[config.mk]
export PLATFORM = sky130hd
export DESIGN_NAME = mem_arbiter
export DESIGN_NICKNAME = d
export VERILOG_FILES = /design/src/rtl/brisc_pkg.sv /design/src/rtl/mem_arbiter.sv
export SDC_FILE = /design/constraint.sdc
export NUM_CORES = 1
export LEC_CHECK = 0
export ABC_AREA = 1
export BUFFER_PORTS_ARGS = -buffer_cell sky130_fd_sc_hd__buf_4
export CAP_MARGIN = 40
export CORE_AREA = 2 2 294 296
export DETAILED_ROUTE_END_ITERATION = 8
export DIE_AREA = 0 0 296 298
export PLACE_DENSITY = 0.42
export SYNTH_ARGS = -nofsm -noshare
export SYNTH_HDL_FRONTEND = slang
export SYNTH_SLANG_ARGS = --single-unit
[constraint.sdc]
create_clock -name clk -period 1.25 [get_ports clk]
set_input_delay 0.25 -clock clk [delete_from_list [all_inputs] [get_ports clk]]
set_output_delay 0.25 -clock clk [all_outputs]
set_load 0.005 [all_outputs]
[src/rtl/brisc_pkg.sv]
// brisc_pkg: shared types and sizes for the brisc cache/memory subsystem
package brisc_pkg;

    localparam int LINE_WIDTH = 128;

    typedef enum logic [1:0] {IDLE, REQ, WAIT, RESP} mem_arb_state_e;

    typedef enum logic {REQ_IC, REQ_DC} requester_e;

endpackage

[src/rtl/mem_arbiter.sv]
// mem_arbiter: serialises icache/dcache line transactions onto one memory port
// with round-robin tie-breaking and a one-cycle response pulse to the owner.
module mem_arbiter #(
    parameter int ADDR_WIDTH = 32,
    parameter int LINE_WIDTH = brisc_pkg::LINE_WIDTH
) (
    input  logic                  clk,
    input  logic                  rst_n,
    input  logic                  ic_req,
    input  logic [ADDR_WIDTH-1:0] ic_addr,
    output logic                  ic_rsp_valid,
    output logic [LINE_WIDTH-1:0] ic_rsp_rdata,
    input  logic                  dc_req,
    input  logic                  dc_we,
    input  logic [ADDR_WIDTH-1:0] dc_addr,
    input  logic [LINE_WIDTH-1:0] dc_wdata,
    output logic                  dc_rsp_valid,
    output logic [LINE_WIDTH-1:0] dc_rsp_rdata,
    output logic                  mem_req_valid,
    input  logic                  mem_req_ready,
    output logic                  mem_req_we,
    output logic [ADDR_WIDTH-1:0] mem_req_addr,
    output logic [LINE_WIDTH-1:0] mem_req_wdata,
    input  logic                  mem_rsp_valid,
    input  logic [LINE_WIDTH-1:0] mem_rsp_rdata,
    output logic                  busy
);
    import brisc_pkg::*;

    mem_arb_state_e        state, state_nx;
    requester_e            owner, last_grant, pick;
    logic [ADDR_WIDTH-1:0] addr_q;
    logic                  we_q;
    logic [LINE_WIDTH-1:0] wdata_q, rdata_q;
    logic                  grant;

    // A lone requester wins; on a tie the one that did not win last time wins.
    assign pick  = (dc_req && (!ic_req || last_grant == REQ_IC)) ? REQ_DC : REQ_IC;
    assign grant = state == IDLE && (ic_req || dc_req);

    always_comb begin
        state_nx = state;
        case (state)
            IDLE:    state_nx = grant ? REQ : IDLE;
            REQ:     state_nx = mem_req_ready ? WAIT : REQ;
            WAIT:    state_nx = mem_rsp_valid ? RESP : WAIT;
            default: state_nx = IDLE;
        endcase
    end

    always_ff @(posedge clk or negedge rst_n) begin
        if (!rst_n) begin
            state      <= IDLE;
            owner      <= REQ_IC;
            last_grant <= REQ_IC;
            addr_q     <= '0;
            we_q       <= 1'b0;
            wdata_q    <= '0;
            rdata_q    <= '0;
        end else begin
            state <= state_nx;
            if (grant) begin
                owner   <= pick;
                addr_q  <= pick == REQ_DC ? dc_addr : ic_addr;
                we_q    <= pick == REQ_DC && dc_we;
                wdata_q <= pick == REQ_DC ? dc_wdata : '0;
            end
            if (state == WAIT && mem_rsp_valid)
                rdata_q <= mem_rsp_rdata;
            if (state == RESP)
                last_grant <= owner;
        end
    end

    assign mem_req_valid = state == REQ;
    assign mem_req_we    = we_q;
    assign mem_req_addr  = addr_q;
    assign mem_req_wdata = wdata_q;
    assign ic_rsp_valid  = state == RESP && owner == REQ_IC;
    assign dc_rsp_valid  = state == RESP && owner == REQ_DC;
    assign ic_rsp_rdata  = rdata_q;
    assign dc_rsp_rdata  = rdata_q;
    assign busy          = state != IDLE;

endmodule

### After elaboration in Yosys (flattened, before gate mapping)

Index checks and enable logic that the tools add are counted.

| cells by class | value |
|---|---|
| equal/unequal tests | 3 |
| muxes and demuxes | 7 |
| bitwise logic cells | 2 |
| reduce and logical (&&, ||, !) cells | 11 |

Operators by type and width:

| kind | number |
|---|---|
| $mux 128 | 1 |
| $mux 32 | 1 |
| $logic_and 1x1->1 | 6 |
| $pmux 2 s3 | 1 |
| $eq 2x2->1 const B | 2 |
| $mux 1 | 3 |
| $eq 2x1->1 const B | 1 |
| $logic_not 2->1 | 1 |
| $logic_or 1x1->1 | 2 |
| $mux 2 | 1 |
| $not 1->1 | 2 |
| $reduce_bool 2->1 | 1 |
| $logic_not 1->1 | 1 |

| storage, ports and cells | value |
|---|---|
| flip-flop bits (word level) | 293 |
| input bits | 327 |
| output and inout bits | 421 |
| logic and storage cells | 30 |

### Depth between registers and ports, before layout

Gate-level depths: netlist of the first run.

| depth | value |
|---|---|
| word-level depth | 5 |
| mapped depth | 7 |
| gate-level depth less buffers | 5 |

### Least setup slack after synthesis of the first run

OpenSTA, ideal clock, no wires.

| timing path | value |
|---|---|
| kind | flip-flop to flip-flop |
| start point | reg state[1] |
| end point | reg wdata_q[100] (netlist: mem_req_wdata[100]) |
| library setup time | 65 ps |
| data arrival time | 1190 ps |
| required time | 1185 ps |
| slack | -5 ps |
| cell stages (with the launch flop) | 8 |
| buffers on the path | 2 |
| clock period less this slack | 1255 ps |
| cells stage by stage | dfrtp_1 -> inv_1 -> nand2_1 -> nor2_4 -> buf_4 -> buf_2 -> nand3_1 -> nand2_1 |

| on the way | value |
|---|---|
| cells in the longest elaborated chain, start to end | 2 |

Ends and longest elaborated chain:

| item | RTL line | source |
|---|---|---|
| start, declared | mem_arbiter.sv:30 | `mem_arb_state_e state, state_nx;` |
| start signal, assigned | mem_arbiter.sv:61 | `state <= state_nx;` |
| $logic_not 2->1 | mem_arbiter.sv:39 | `assign grant = state == IDLE && (ic_req \|\| dc_req);` |
| $logic_and 1x1->1 | mem_arbiter.sv:39 |  |
| end signal, assigned | mem_arbiter.sv:66 | `wdata_q <= pick == REQ_DC ? dc_wdata : '0;` |
| end, declared | mem_arbiter.sv:34 | `logic [LINE_WIDTH-1:0] wdata_q, rdata_q;` |

Every way passes these cells.
A chain may end at the register's enable or synchronous reset.

### Worst setup path after layout of the first run

| timing path | value |
|---|---|
| start point | reg state[1] |
| end point | out mem_req_valid |

| on the way | value |
|---|---|
| cells in the longest elaborated chain, start to end | 1 |

Ends and longest elaborated chain:

| item | RTL line | source |
|---|---|---|
| $eq 2x1->1 | mem_arbiter.sv:75 | `assign mem_req_valid = state == REQ;` |
| end, declared | mem_arbiter.sv:19 | `output logic mem_req_valid,` |

Every way passes these cells.

==> impl_metrics.toml, run 1 <==
[cells_and_area]
stdcell_count = 3874
layout-drive-gt1-share_pct = 57.3
final_area_um2 = 30100
syn2layout_area_growth_pct = 133
fillCellCount = 8442
num-nets-final = 3029

[timing]
fin_skew_ps = 17.2
slew_headroom_pct = 75.0
setup_slack_ps = -387
max_freq_mhz = 611
drv_slew = 0
setup_viol = 708
rsz0062_at_grt = "yes"
finalHoldViolCount = 0
finalCritPeriodShare_pct = 131
tns_ps = -105090
min_period_ps = 1640
worst-slew-pin-transition_ps = 375

[floorplanning]
ios = 748
die-area_um2 = 88200
die_y_um = 298
core_um2 = 84900
start_util_pct = 15.2
num_rows = 107
die_w_um = 296

[setup_path]
cp.required_ps = 1000
cp-end-kind = "output pin"
crit_start = "state[1]$_DFF_PN0_"
arrival_ps = 1390
worstSetupPathType = "reg -> out"
r2r_slack_ps = -380
reg2reg_depth = 9
cp_max_fo = 4
rr_startpoint = "state[0]$_DFF_PN0_"
start_kind = "flip-flop"
reg2reg_to = "dc_rsp_rdata[52]$_DFFE_PN0P_"

[synth]
ys_seq_area_share_pct = 56.7
yosysMostFrequentCell = "nand2_1"
synth.distinct_cells = 13
synth_ff_type = "dfrtp_1"
syn_inst = 1526
synth_top_area_share_pct = 56.7
synth_seq_cells = 293
syn_nets = 1853
synth_area_um2 = 12900
synth_edf_count = 0
synthTopCellsByArea = "dfrtp_1 (57%), nand2_1 (14%), buf_4 (7.5%)"
ys_warn_count = 0
async_flop_share_pct = 100
avgSynthCellArea_um2 = 8.47
netlist_top_cells_count = "nand2_1 (490), dfrtp_1 (293), inv_1 (196)"
yosysTopAreaCell = "dfrtp_1"

[pwr]
pwr_density_cell_nw_per_um2 = 2200
ir_drop_mv = 1.16
leakagePower_nw = 15.2

[placed_design]
place_ws_ps = -224
dpl_cell_area_um2 = 19700
gp_congestion = 0.839
port_buffers = 747
dp_cells = 3306
place_hpwl_um = 45400

[global_route]
grt_pass1_vias = 15800
grt_pass1_wl_um = 94900
antenna_found_initial = 8
grt_start_max_net_pins = 52
grt-ovfl-total = 0
track_usage_pct = 14.2

[cts]
clk_path_buf_depth = 3
cts-root-buf = "clkbuf_16"
cts_buffers = 36
cts_num_sinks = 293
cts_tree = "yes"
clkSlewWorstSetupHoldPaths_ps = 60
htreeDepth = 2
clk_latency_ps = 540

[min_path]
worstHoldStart = "mem_rsp_rdata[3]"
hold_path.class = "in -> reg"
whs_path_depth = 3
hold_end = "dc_rsp_rdata[3]$_DFFE_PN0P_"

[route]
drc_errors = 0
drtIter0Drc = 427
vias_per_cell = 3.85
routed_wl_um = 67800
drtPass1Iterations = 5
wire_per_inst_um = 17.5
vias = 14900
ant_nets = 0

[run_status]
violations = "negative setup slack"
status = "finished, violations left"

[job]
maxCapViolCount = 0
[registers in the layout, indices dropped and copies added, names as in the netlist]
signal         count
owner              1
mem_req_wdata    128
state              2
dc_rsp_rdata     128
last_grant         1
mem_req_we         1
mem_req_addr      32
[routing by layer]
layer	GRT usage (%)	share of wire [%]
met1	15.4	37
met2	26.3	53
met3	3.54	6.6
met4	5.04	3.3
met5	0	0.050
[metrics by stage]
step | total power [mW] | hold slack [ps] | utilization [%]
floorplan | 25.7 | -45.6 | -
global placement | 38.7 | 102 | 23.2
detailed placement | 38.8 | 103 | 23.2
CTS | 61.8 | 1.37 | 32.8
global route | 70.4 | 7.79 | 35.5
finish | 66.4 | 35.2 | 35.5
[critical path, stage by stage (launching register included)]
cell	delay (ps)
dfrtp_2	430
inv_2	100
buf_6	110
nand2_4	40
inv_2	60
buf_6	110
[repair_timing]
action                                 CTS  global route
cloned                                  37            14
hold buffers                           270             3
buffers inserted                       101           103
gates resized for setup                744           454
setup endpoints to repair              698           711
pin swaps                               50           113
endpoints found under the hold margin  404             3
[worst max-delay path by stage]
stage,endpoint,depth (start not counted)
after global routing,mem_req_valid,5
after detailed placement,dc_rsp_rdata[11]$_DFFE_PN0P_,6
after CTS,dc_rsp_valid,4
after global placement,mem_req_addr[5]$_DFFE_PN0P_,7
after floorplan,mem_req_wdata[100]$_DFFE_PN0P_,7
final,mem_req_valid,5
[kinds of logic after synthesis]
group                  after synthesis  synth area share (%)
DFF                                293                  56.7
AOI/OAI and AO/OA                  133                  5.20
and+or+nand+nor                    689                  21.9
buffers and inverters              411                  16.2
[power breakdown]
part	leakage [nW]	switching, mW	internal, mW
Combinational	10.9	14.2	23.1
Clock	0.558	4.25	5.92
Sequential	3.66	4.86	14.1
[layout make-up]
type / count / area [um2] / share of cell area, %
repair buffers: 1352 / 14000 / 46.5
flip-flops and latches: 293 / 7420 / 24.6
multi-input cells: 822 / 5390 / 17.9
well taps: 1144 / 1430 / 4.75
clock buffers: 54 / 1070 / 3.55
inverters: 197 / 742 / 2.46
clock inverters: 9 / 58.8 / 0.195
diodes: 3 / 7.51 / 0.0249
[layout by cell type (no fill, tap or decap), types with 3 or more instances in the layout]
cell / Yosys / layout
buf_4: 130 / 529
buf_6: 0 / 440
nand2_1: 490 / 376
dlygate4sd3_1: 0 / 273
dfrtp_1: 293 / 220
inv_1: 196 / 193
nand3_2: 0 / 120
o21ai_2: 1 / 84
dfrtp_2: 0 / 73
nand2_2: 0 / 62
nand2_4: 0 / 51
clkbuf_16: 0 / 50
buf_12: 0 / 50
nand3_1: 194 / 43
o21ai_1: 0 / 42
nand3_4: 0 / 31
buf_16: 0 / 26
buf_8: 0 / 22
clkbuf_1: 35 / 10
clkinv_2: 0 / 7
clkbuf_8: 0 / 6
o21ai_0: 131 / 5
diode_2: 0 / 3
inv_2: 1 / 3
nor2_4: 1 / 3
No activity file was read; power rests on OpenSTA's default activity.
==> run 2, diff against run 1 <==
BUFFER_PORTS_ARGS = not set   (was -buffer_cell sky130_fd_sc_hd__buf_4)
DONT_BUFFER_PORTS = 1   (was not set)
PLACE_DENSITY = 0.35   (was 0.42)
==> impl_metrics.toml, run 2 (synthesis gave the netlist of run 1 again) <==
[run_status]
status = "finished, violations left"
violations = "negative hold slack, negative setup slack"

[timing]
holdWs_ps = -599
setup_slack_ps = -372
finalHoldViolCount = 293
tns_ps = -74360
min_period_ps = 1620
worst-slew-pin-transition_ps = 672
rsz0062_at_grt = "yes"
fin_skew_ps = 12.9
max_freq_mhz = 617
slew_headroom_pct = 55.2
setup_viol = 400
drv_slew = 0
finalCritPeriodShare_pct = 130

[cells_and_area]
final_area_um2 = 21900
fillCellCount = 8923
fin_util_pct = 25.8
final_cell_mix = "nand2_1 (375), dlygate4sd3_1 (323), inv_1 (193), dfrtp_1 (186), nand3_1 (161)"
stdcell_count = 3017
num-nets-final = 2165
syn2layout_area_growth_pct = 69.6
layout_commonest_cell = "nand2_1"
register_area_um2 = 7470
multi_input_area_um2 = 4530
layout-drive-gt1-share_pct = 30.3

[cts]
cts-root-buf = "clkbuf_16"
cts_tree = "yes"
cts_buffers = 38
hold_buffers = 323
clkSlewWorstSetupHoldPaths_ps = 60
clk_path_buf_depth = 3
htreeDepth = 2
cts_num_sinks = 293
clk_latency_ps = 550

[global_route]
antenna_found_initial = 8
grt_pass1_wl_um = 82300
track_usage_pct = 12.8
grt-ovfl-total = 0
grt_start_max_net_pins = 294
grt_pass1_vias = 12200

[setup_path]
arrival_ps = 2050
r2r_slack_ps = -370
worstSetupPathType = "reg -> reg"
reg2reg_depth = 9
cp_max_fo = 5
reg2reg_to = "dc_rsp_rdata[123]$_DFFE_PN0P_"
cp-end-kind = "flip-flop"
start_kind = "flip-flop"
cp.required_ps = 1680
rr_startpoint = "state[0]$_DFF_PN0_"

[floorplanning]
die_y_um = 298
core_um2 = 84900
ios = 748
die-area_um2 = 88200
start_util_pct = 15.2
num_rows = 107
die_w_um = 296

[route]
routed_wl_um = 59500
top_layer_used = "met5"
ant_nets = 0
wire_per_inst_um = 19.7
met3_length_um = 5520
drtPass1Iterations = 4
met2_length_um = 29600
drc_errors = 0
drtIter0Drc = 585
vias_per_cell = 3.88
met1Wirelength_um = 20400
vias = 11700

[pwr]
power.total_mw = 51.8
ir_drop_mv = 1.09
leakagePower_nw = 10.5
pwr_density_cell_nw_per_um2 = 2360

[placed_design]
gp_congestion = 0.797
dp_cells = 2510
dpl_cell_area_um2 = 13600
port_buffers = 0
place_hpwl_um = 35500
place_ws_ps = -278

[job]
maxCapViolCount = 0

[min_path]
hold_path.class = "in -> async"
-- run 2: cell type report --
| cell class | instances | share of cell area [%] |
|---|---|---|
| Tap cell | 1144 | 6.53 |
| Clock buffer | 51 | 4.92 |
| Clock inverter | 18 | 1.35 |
| Multi-Input combinational cell | 822 | 20.7 |
| Inverter | 197 | 3.41 |
| Sequential cell | 293 | 34.0 |
| Antenna cell | 6 | 0.0685 |
| Timing Repair Buffer | 486 | 29.0 |
-- run 2: per-layer routing --
| layer | GRT usage [%] | vias to the layer above |
|---|---|---|
| met5 | 0 | - |
| met4 | 7.94 | 6 |
| met3 | 4.62 | 155 |
| met2 | 22.5 | 613 |
| met1 | 12.7 | 5681 |
| li1 | - | 5251 |
-- run 2: critical path, cell delays in order (launching register included) --
cell	delay, ps
dfrtp_1	410
inv_2	100
buf_6	100
nand3_4	150
buf_12	200
buf_16	150
buf_12	140
buf_16	130
nand2_1	50
o21ai_1	60
-- run 2: worst max path at each step --
stage	cells past startpoint	to	slack, ps	start
2_1_floorplan	7	mem_req_wdata[100]$_DFFE_PN0P_	-5	state[1]$_DFF_PN0_
3_3_place_gp	7	mem_req_wdata[99]$_DFFE_PN0P_	-250	state[0]$_DFF_PN0_
3_5_place_dp	7	mem_req_wdata[99]$_DFFE_PN0P_	-280	state[1]$_DFF_PN0_
4_1_cts	4	ic_rsp_valid	-450	state[0]$_DFF_PN0_
5_1_grt	9	dc_rsp_rdata[123]$_DFFE_PN0P_	-460	state[0]$_DFF_PN0_
6_report	9	dc_rsp_rdata[123]$_DFFE_PN0P_	-370	state[0]$_DFF_PN0_
-- run 2: what timing repair did --
item,CTS,global route
endpoints found under the hold margin,584,293
setup buffers,42,15
setup endpoints to repair,653,669
gates resized for setup,404,261
gates cloned,61,5
pin swaps,5,26
-- run 2: report_power, final --
group | switching [mW] | internal (mW) | leakage [nW]
Sequential | 6.27 | 14.2 | 3.62
Combinational | 8.84 | 10.4 | 6.24
Clock | 4.57 | 7.54 | 0.671
